**src/rtl/alu_decode_stage.sv**
```systemverilog
// RV32I decode stage: decodes instr into ALU/control fields and registers the
// result one clock later, with flush/stall/bubble handling on the output reg.
module alu_decode_stage (
  input  logic        clk,
  input  logic        reset,
  input  logic        in_valid,
  output logic        in_ready,
  input  logic [31:0] instr,
  input  logic [31:0] pc,
  input  logic        stall,
  input  logic        flush,
  output logic        out_valid,
  output logic [4:0]  arith_control,
  output logic [1:0]  src_a_sel,
  output logic        src_b_sel,
  output logic [31:0] imm,
  output logic [4:0]  rs1,
  output logic [4:0]  rs2,
  output logic [4:0]  rd,
  output logic        reg_write,
  output logic        mem_read,
  output logic        mem_write,
  output logic        branch,
  output logic        jump,
  output logic [2:0]  branch_type,
  output logic        illegal,
  output logic [31:0] pc_out
);

  typedef enum logic [4:0] {
    ALU_ADD  = 5'd0,
    ALU_SUB  = 5'd1,
    ALU_AND  = 5'd2,
    ALU_OR   = 5'd3,
    ALU_XOR  = 5'd4,
    ALU_SLT  = 5'd5,
    ALU_SLTU = 5'd6,
    ALU_SLL  = 5'd7,
    ALU_SRA  = 5'd8,
    ALU_SRL  = 5'd9
  } alu_op_e;

  localparam logic [6:0] OPC_OP     = 7'b0110011;
  localparam logic [6:0] OPC_OP_IMM = 7'b0010011;
  localparam logic [6:0] OPC_LOAD   = 7'b0000011;
  localparam logic [6:0] OPC_STORE  = 7'b0100011;
  localparam logic [6:0] OPC_BRANCH = 7'b1100011;
  localparam logic [6:0] OPC_LUI    = 7'b0110111;
  localparam logic [6:0] OPC_AUIPC  = 7'b0010111;
  localparam logic [6:0] OPC_JAL    = 7'b1101111;
  localparam logic [6:0] OPC_JALR   = 7'b1100111;

  localparam logic [1:0] SRC_A_RS1  = 2'b00;
  localparam logic [1:0] SRC_A_PC   = 2'b01;
  localparam logic [1:0] SRC_A_ZERO = 2'b10;

  typedef struct packed {
    alu_op_e     arith;
    logic [1:0]  a_sel;
    logic        b_sel;
    logic [31:0] imm;
    logic        reg_write;
    logic        mem_read;
    logic        mem_write;
    logic        branch;
    logic        jump;
    logic [2:0]  branch_type;
    logic        illegal;
  } dec_t;

  dec_t        d;
  dec_t        q;
  logic        valid_q;
  logic [4:0]  rs1_q, rs2_q, rd_q;
  logic [31:0] pc_q;

  logic [6:0]  opcode;
  logic [2:0]  funct3;
  logic [6:0]  funct7;
  logic [31:0] imm_i, imm_s, imm_b, imm_u, imm_j, imm_sh;

  assign opcode = instr[6:0];
  assign funct3 = instr[14:12];
  assign funct7 = instr[31:25];

  // Every immediate format sign-extends from instr[31]; shift amounts are raw.
  assign imm_i  = {{20{instr[31]}}, instr[31:20]};
  assign imm_s  = {{20{instr[31]}}, instr[31:25], instr[11:7]};
  assign imm_b  = {{19{instr[31]}}, instr[31], instr[7], instr[30:25], instr[11:8], 1'b0};
  assign imm_u  = {instr[31:12], 12'b0};
  assign imm_j  = {{11{instr[31]}}, instr[31], instr[19:12], instr[20], instr[30:21], 1'b0};
  assign imm_sh = {27'b0, instr[24:20]};

  assign in_ready = ~stall;

  // Combinational decode of the incoming instruction word.
  always_comb begin
    // NOTE: every field gets a default first so no path leaves a latch behind.
    d       = '0;
    d.arith = ALU_ADD;
    if (instr[1:0] != 2'b11) begin
      d.illegal = 1'b1;
    end else begin
      case (opcode)
        OPC_OP: begin
          d.reg_write = 1'b1;
          case ({funct7, funct3})
            10'b0000000_000: d.arith = ALU_ADD;
            10'b0000000_001: d.arith = ALU_SLL;
            10'b0000000_010: d.arith = ALU_SLT;
            10'b0000000_011: d.arith = ALU_SLTU;
            10'b0000000_100: d.arith = ALU_XOR;
            10'b0000000_101: d.arith = ALU_SRL;
            10'b0000000_110: d.arith = ALU_OR;
            10'b0000000_111: d.arith = ALU_AND;
            10'b0100000_000: d.arith = ALU_SUB;
            10'b0100000_101: d.arith = ALU_SRA;
            default:         d.illegal = 1'b1;
          endcase
        end
        OPC_OP_IMM: begin
          d.reg_write = 1'b1;
          d.b_sel     = 1'b1;
          d.imm       = imm_i;
          case (funct3)
            3'b000: d.arith = ALU_ADD;
            3'b010: d.arith = ALU_SLT;
            3'b011: d.arith = ALU_SLTU;
            3'b100: d.arith = ALU_XOR;
            3'b110: d.arith = ALU_OR;
            3'b111: d.arith = ALU_AND;
            3'b001: begin
              d.imm = imm_sh;
              if (funct7 == 7'b0000000) d.arith = ALU_SLL;
              else                      d.illegal = 1'b1;
            end
            default: begin
              d.imm = imm_sh;
              if      (funct7 == 7'b0000000) d.arith = ALU_SRL;
              else if (funct7 == 7'b0100000) d.arith = ALU_SRA;
              else                           d.illegal = 1'b1;
            end
          endcase
        end
        OPC_LOAD: begin
          d.b_sel     = 1'b1;
          d.imm       = imm_i;
          d.mem_read  = 1'b1;
          d.reg_write = 1'b1;
        end
        OPC_STORE: begin
          d.b_sel     = 1'b1;
          d.imm       = imm_s;
          d.mem_write = 1'b1;
        end
        OPC_BRANCH: begin
          d.arith       = ALU_SUB;
          d.imm         = imm_b;
          d.branch      = 1'b1;
          d.branch_type = funct3;
          if (funct3 == 3'b010 || funct3 == 3'b011) d.illegal = 1'b1;
        end
        OPC_LUI: begin
          d.a_sel     = SRC_A_ZERO;
          d.b_sel     = 1'b1;
          d.imm       = imm_u;
          d.reg_write = 1'b1;
        end
        OPC_AUIPC: begin
          d.a_sel     = SRC_A_PC;
          d.b_sel     = 1'b1;
          d.imm       = imm_u;
          d.reg_write = 1'b1;
        end
        OPC_JAL: begin
          d.a_sel     = SRC_A_PC;
          d.b_sel     = 1'b1;
          d.imm       = imm_j;
          d.jump      = 1'b1;
          d.reg_write = 1'b1;
        end
        OPC_JALR: begin
          d.a_sel     = SRC_A_RS1;
          d.b_sel     = 1'b1;
          d.imm       = imm_i;
          d.jump      = 1'b1;
          d.reg_write = 1'b1;
          if (funct3 != 3'b000) d.illegal = 1'b1;
        end
        default: d.illegal = 1'b1;
      endcase
    end
    // An undecodable word carries only the illegal flag downstream.
    if (d.illegal) begin
      d         = '0;
      d.arith   = ALU_ADD;
      d.illegal = 1'b1;
    end
    // Writes to x0 are architecturally discarded.
    if (instr[11:7] == 5'd0) d.reg_write = 1'b0;
  end

  // Output register: reset, then flush, then stall, then capture or bubble.
  always_ff @(posedge clk) begin
    // NOTE: state updates use non-blocking assignments so all fields change together at the edge.
    if (reset) begin
      q       <= '0;
      valid_q <= 1'b0;
      rs1_q   <= '0;
      rs2_q   <= '0;
      rd_q    <= '0;
      pc_q    <= '0;
    end else if (flush || (!stall && !in_valid)) begin
      valid_q     <= 1'b0;
      q.reg_write <= 1'b0;
      q.mem_read  <= 1'b0;
      q.mem_write <= 1'b0;
      q.branch    <= 1'b0;
      q.jump      <= 1'b0;
      q.illegal   <= 1'b0;
    end else if (!stall) begin
      q       <= d;
      valid_q <= 1'b1;
      rs1_q   <= instr[19:15];
      rs2_q   <= instr[24:20];
      rd_q    <= instr[11:7];
      pc_q    <= pc;
    end
  end

  assign out_valid     = valid_q;
  assign arith_control = q.arith;
  assign src_a_sel     = q.a_sel;
  assign src_b_sel     = q.b_sel;
  assign imm           = q.imm;
  assign reg_write     = q.reg_write;
  assign mem_read      = q.mem_read;
  assign mem_write     = q.mem_write;
  assign branch        = q.branch;
  assign jump          = q.jump;
  assign branch_type   = q.branch_type;
  assign illegal       = q.illegal;
  assign rs1           = rs1_q;
  assign rs2           = rs2_q;
  assign rd            = rd_q;
  assign pc_out        = pc_q;

endmodule

```
**config.mk**
```make
export PLATFORM = sky130hd
export DESIGN_NAME = alu_decode_stage
export DESIGN_NICKNAME = d
export VERILOG_FILES = /design/src/rtl/alu_decode_stage.sv
export SDC_FILE = /design/constraint.sdc
export NUM_CORES = 1
export LEC_CHECK = 0
export ABC_AREA = 0
export CELL_PAD_IN_SITES_DETAIL_PLACEMENT = 1
export CELL_PAD_IN_SITES_GLOBAL_PLACEMENT = 2
export CORE_MARGIN = 1
export CORE_UTILIZATION = 22
export CTS_CLUSTER_SIZE = 10
export DETAILED_ROUTE_END_ITERATION = 16
export PLACE_DENSITY_LB_ADDON = 0.1
export SLEW_MARGIN = 20
export SYNTH_ARGS = -nofsm -noshare
export SYNTH_HDL_FRONTEND = slang
export SYNTH_SLANG_ARGS = --single-unit
```
**constraint.sdc**
```tcl
create_clock -name clk -period 2.4 [get_ports clk]
set_input_delay 0.36 -clock clk [delete_from_list [all_inputs] [get_ports clk]]
set_output_delay 0.36 -clock clk [all_outputs]
set_load 0.01 [all_outputs]
```
==> metrics <==
first-pass GRT wire length 22.63 mm; sequential cell area fraction in the yosys report 50.61%; Mapped Cells 475; Core Rows 47; Post-Route WL 14.20 mm; WP data arrival 2440 ps; Ports 167; final core utilization 37.33%; # Max-Cap Violations 0; Clock Latency Late Sink 340 ps; number of global-route vias before repair 4200; Yosys cell types 47; period utilisation layout 89.30%; cts-stage hold buffer count 0; Synth Flop Type dfxtp_1; Critical R2R Capture illegal; pwr dens 584.3 nW/um^2; Hold Path End rs2[0]; pin count of the biggest net entering global routing 49; fin. max-slew vios 0; detailed-placement wirelength estimate 10.54 mm; Crit path required time 2690 ps; vias per cell 4.522; initial core utilization 22.74%; DR top layer met4; Clock Tree Buf Depth 2; Reg2Reg Depth 2; CP max-delay cell clkdlybuf4s50_1; startpoint types input pin; cts bufs inserted 9; final net count 724; fmax 466.6 MHz; initial antenna violation count 0; via count 3979; Crit path largest cell delay 550 ps; CTS clk-pin slew, worst paths 70 ps; CP Capture Type flop; FF+latch count, synth 96; Die H 133.4 um; CP max FO 6; Pre-antenna DRT Iters 4; buffers and inverters on the worst path 3; yosys warns 0; TritonCTS clock tree built; min Tclk post-route 2143 ps; Clock Sinks 96; status complete, no violations; Finished Layout Cells 880; Async SR Flop Fraction 0%; DRC violations left 0; antenna cells 0; Clock Skew 0 ps; hold depth 2; # setup viols final 0; placed inst area 5902 sq um; delay-heaviest family, CP compound AO/OA/AOI/OAI gates; layout cells sized above 1 9.697%; worst hold start reset; Hold Vio Cnt, Final 0; M1 WL 6.127 mm; EDFF count, synth 0; Post CTS Setup Buffer Count 0; routed length on met3 1.059 mm; crit path kind input pin to flop; average routed wire per standard cell 16.14 um; # resized after CTS 0; leak pwr 2.178 nW; Finished Cell Area 6235 sq um; CTS root buf clkbuf_16; Avg Cell Area, Syn 7.995 sq um; core footprint 16700 sq um; Die W 133.4 um; Peak supply drop 0.3306 mV; Die ar. 17790 sq um; FF-to-FF Start illegal; Antenna Nets Post-Route 0; GP Congestion 0.8948; Worst R2R Setup Slack 1670 ps; Cell Area, Synth 3797 sq um; DP Cell Count 864; unrepaired setup endpoints after global routing no; I/O Buffers 165; 1st-iter DRT viols 113; grt total ovfl 0; Slew headroom 63.13%; Layout area overhead 64.18%; metal2 WL 6.816 mm; Worst Max-Slew Pin Slew 553.1 ps; Pwr Total 3.643 mW; syn nets 544; worst-path cell chain clkdlybuf4s50_1, inv_1, a221o_1, a2111oi_4, buf_4, o21a_1, a22o_1; GRT Util Overall 16.41%; depth of the CTS H-tree 3; Hold Crit Class input pin to flop
## cell families (layout without fill, tap and decap cells)
logic type / Yosys count / in the layout / synth area share (%)
buffers and inverters: 44 / 229 / 5.140
XOR/XNOR: 1 / 1 / 0.2307
AND/OR/NAND/NOR: 187 / 187 / 21.12
other: 1 / 1 / 0.09875
AO/OA/AOI/OAI: 146 / 146 / 22.80
flip-flops: 96 / 96 / 50.61
## metal layers
layer	vias to the layer above	global-route usage (%)
li1	1987	-
met1	1865	19.01
met2	113	27.81
met3	14	6.126
met4	0	5.366
met5	-	0
## Yosys cell counts, drive strengths merged, types with 3 or more instances
cell,n,share of area (%)
nand2,135,13
dfxtp,96,51
a21oi,75,9.9
o21ai,39,5.1
clkbuf,26,2.6
nor2,14,1.4
buf,11,1.9
nor3,10,1.3
inv,7,0.69
a22o,6,1.4
a22oi,6,1.2
nand3,6,0.79
a32o,4,1.1
and3,4,0.66
nand2b,3,0.69
nor4,3,0.49
## where the power goes
group / switching [mW] / total (mW) / internal (mW)
sequential: 0.0136 / 1.63 / 1.62
clock: 0.633 / 1.61 / 0.973
combinational: 0.191 / 0.403 / 0.212
total: 0.837 / 3.64 / 2.81
## final cells by class
class	instances	area (sq um)
flip-flops and latches	96	1922
clock inverters	4	76.32
inverters	7	26.28
fillers	1992	10470
clock buffers	12	256.5
repair buffers	206	1979
multi-input cells	335	1699
well taps	220	275.3
## cells in the final DEF (no fill, tap or decap), types with 2 or more instances in the layout
| cell type | instances |
|---|---|
| a21oi_1 | 75 |
| a22o_1 | 6 |
| a22oi_1 | 6 |
| a311o_1 | 2 |
| a311oi_1 | 2 |
| a32o_1 | 4 |
| and3_1 | 3 |
| buf_12 | 2 |
| buf_4 | 39 |
| bufinv_16 | 2 |
| clkbuf_16 | 9 |
| clkbuf_8 | 2 |
| clkdlybuf4s50_1 | 164 |
| dfxtp_1 | 96 |
| inv_1 | 7 |
| nand2_1 | 134 |
| nand2b_1 | 2 |
| nand3_1 | 5 |
| nand3b_1 | 2 |
| nor2_1 | 13 |
| nor3_1 | 9 |
| nor4_1 | 3 |
| o21ai_0 | 8 |
| o21ai_1 | 31 |
| or3_1 | 2 |
| or4_1 | 2 |
## sequential cells by signal, indices dropped and copies added, names as in the netlist
name / flops
src_a_sel: 2
imm: 32
illegal: 1
src_b_sel: 1
rs2: 5
branch_type: 3
branch: 1
out_valid: 1
reg_write: 1
mem_write: 1
rd: 5
mem_read: 1
rs1: 5
arith_control: 4
pc_out: 32
jump: 1
## per-stage QoR
step / setup slack (ps) / TNS (ps) / hold WS [ps]
finish: 256.8 / 0 / 299.9
global route: 127.9 / 0 / 303.0
CTS: 268.5 / 0 / 285.0
detailed placement: -107.1 / -932.9 / 440.9
global placement: -27.59 / -171.8 / 437.4
floorplan: 497.7 / 0 / 469.6
## worst max-delay path by stage
| stage | startpoint | end | slack [ps] | cells after the start |
|---|---|---|---|---|
| after floorplan | instr[4] | src_b_sel | 500 | 7 |
| after global placement | instr[4] | imm[10] | -30 | 9 |
| after detailed placement | instr[4] | imm[10] | -110 | 7 |
| after CTS | instr[4] | imm[10] | 270 | 7 |
| after global routing | instr[26] | arith_control[1] | 130 | 6 |
| final | instr[4] | imm[6] | 260 | 7 |
Note: power is estimated with default switching activity, not from simulation.
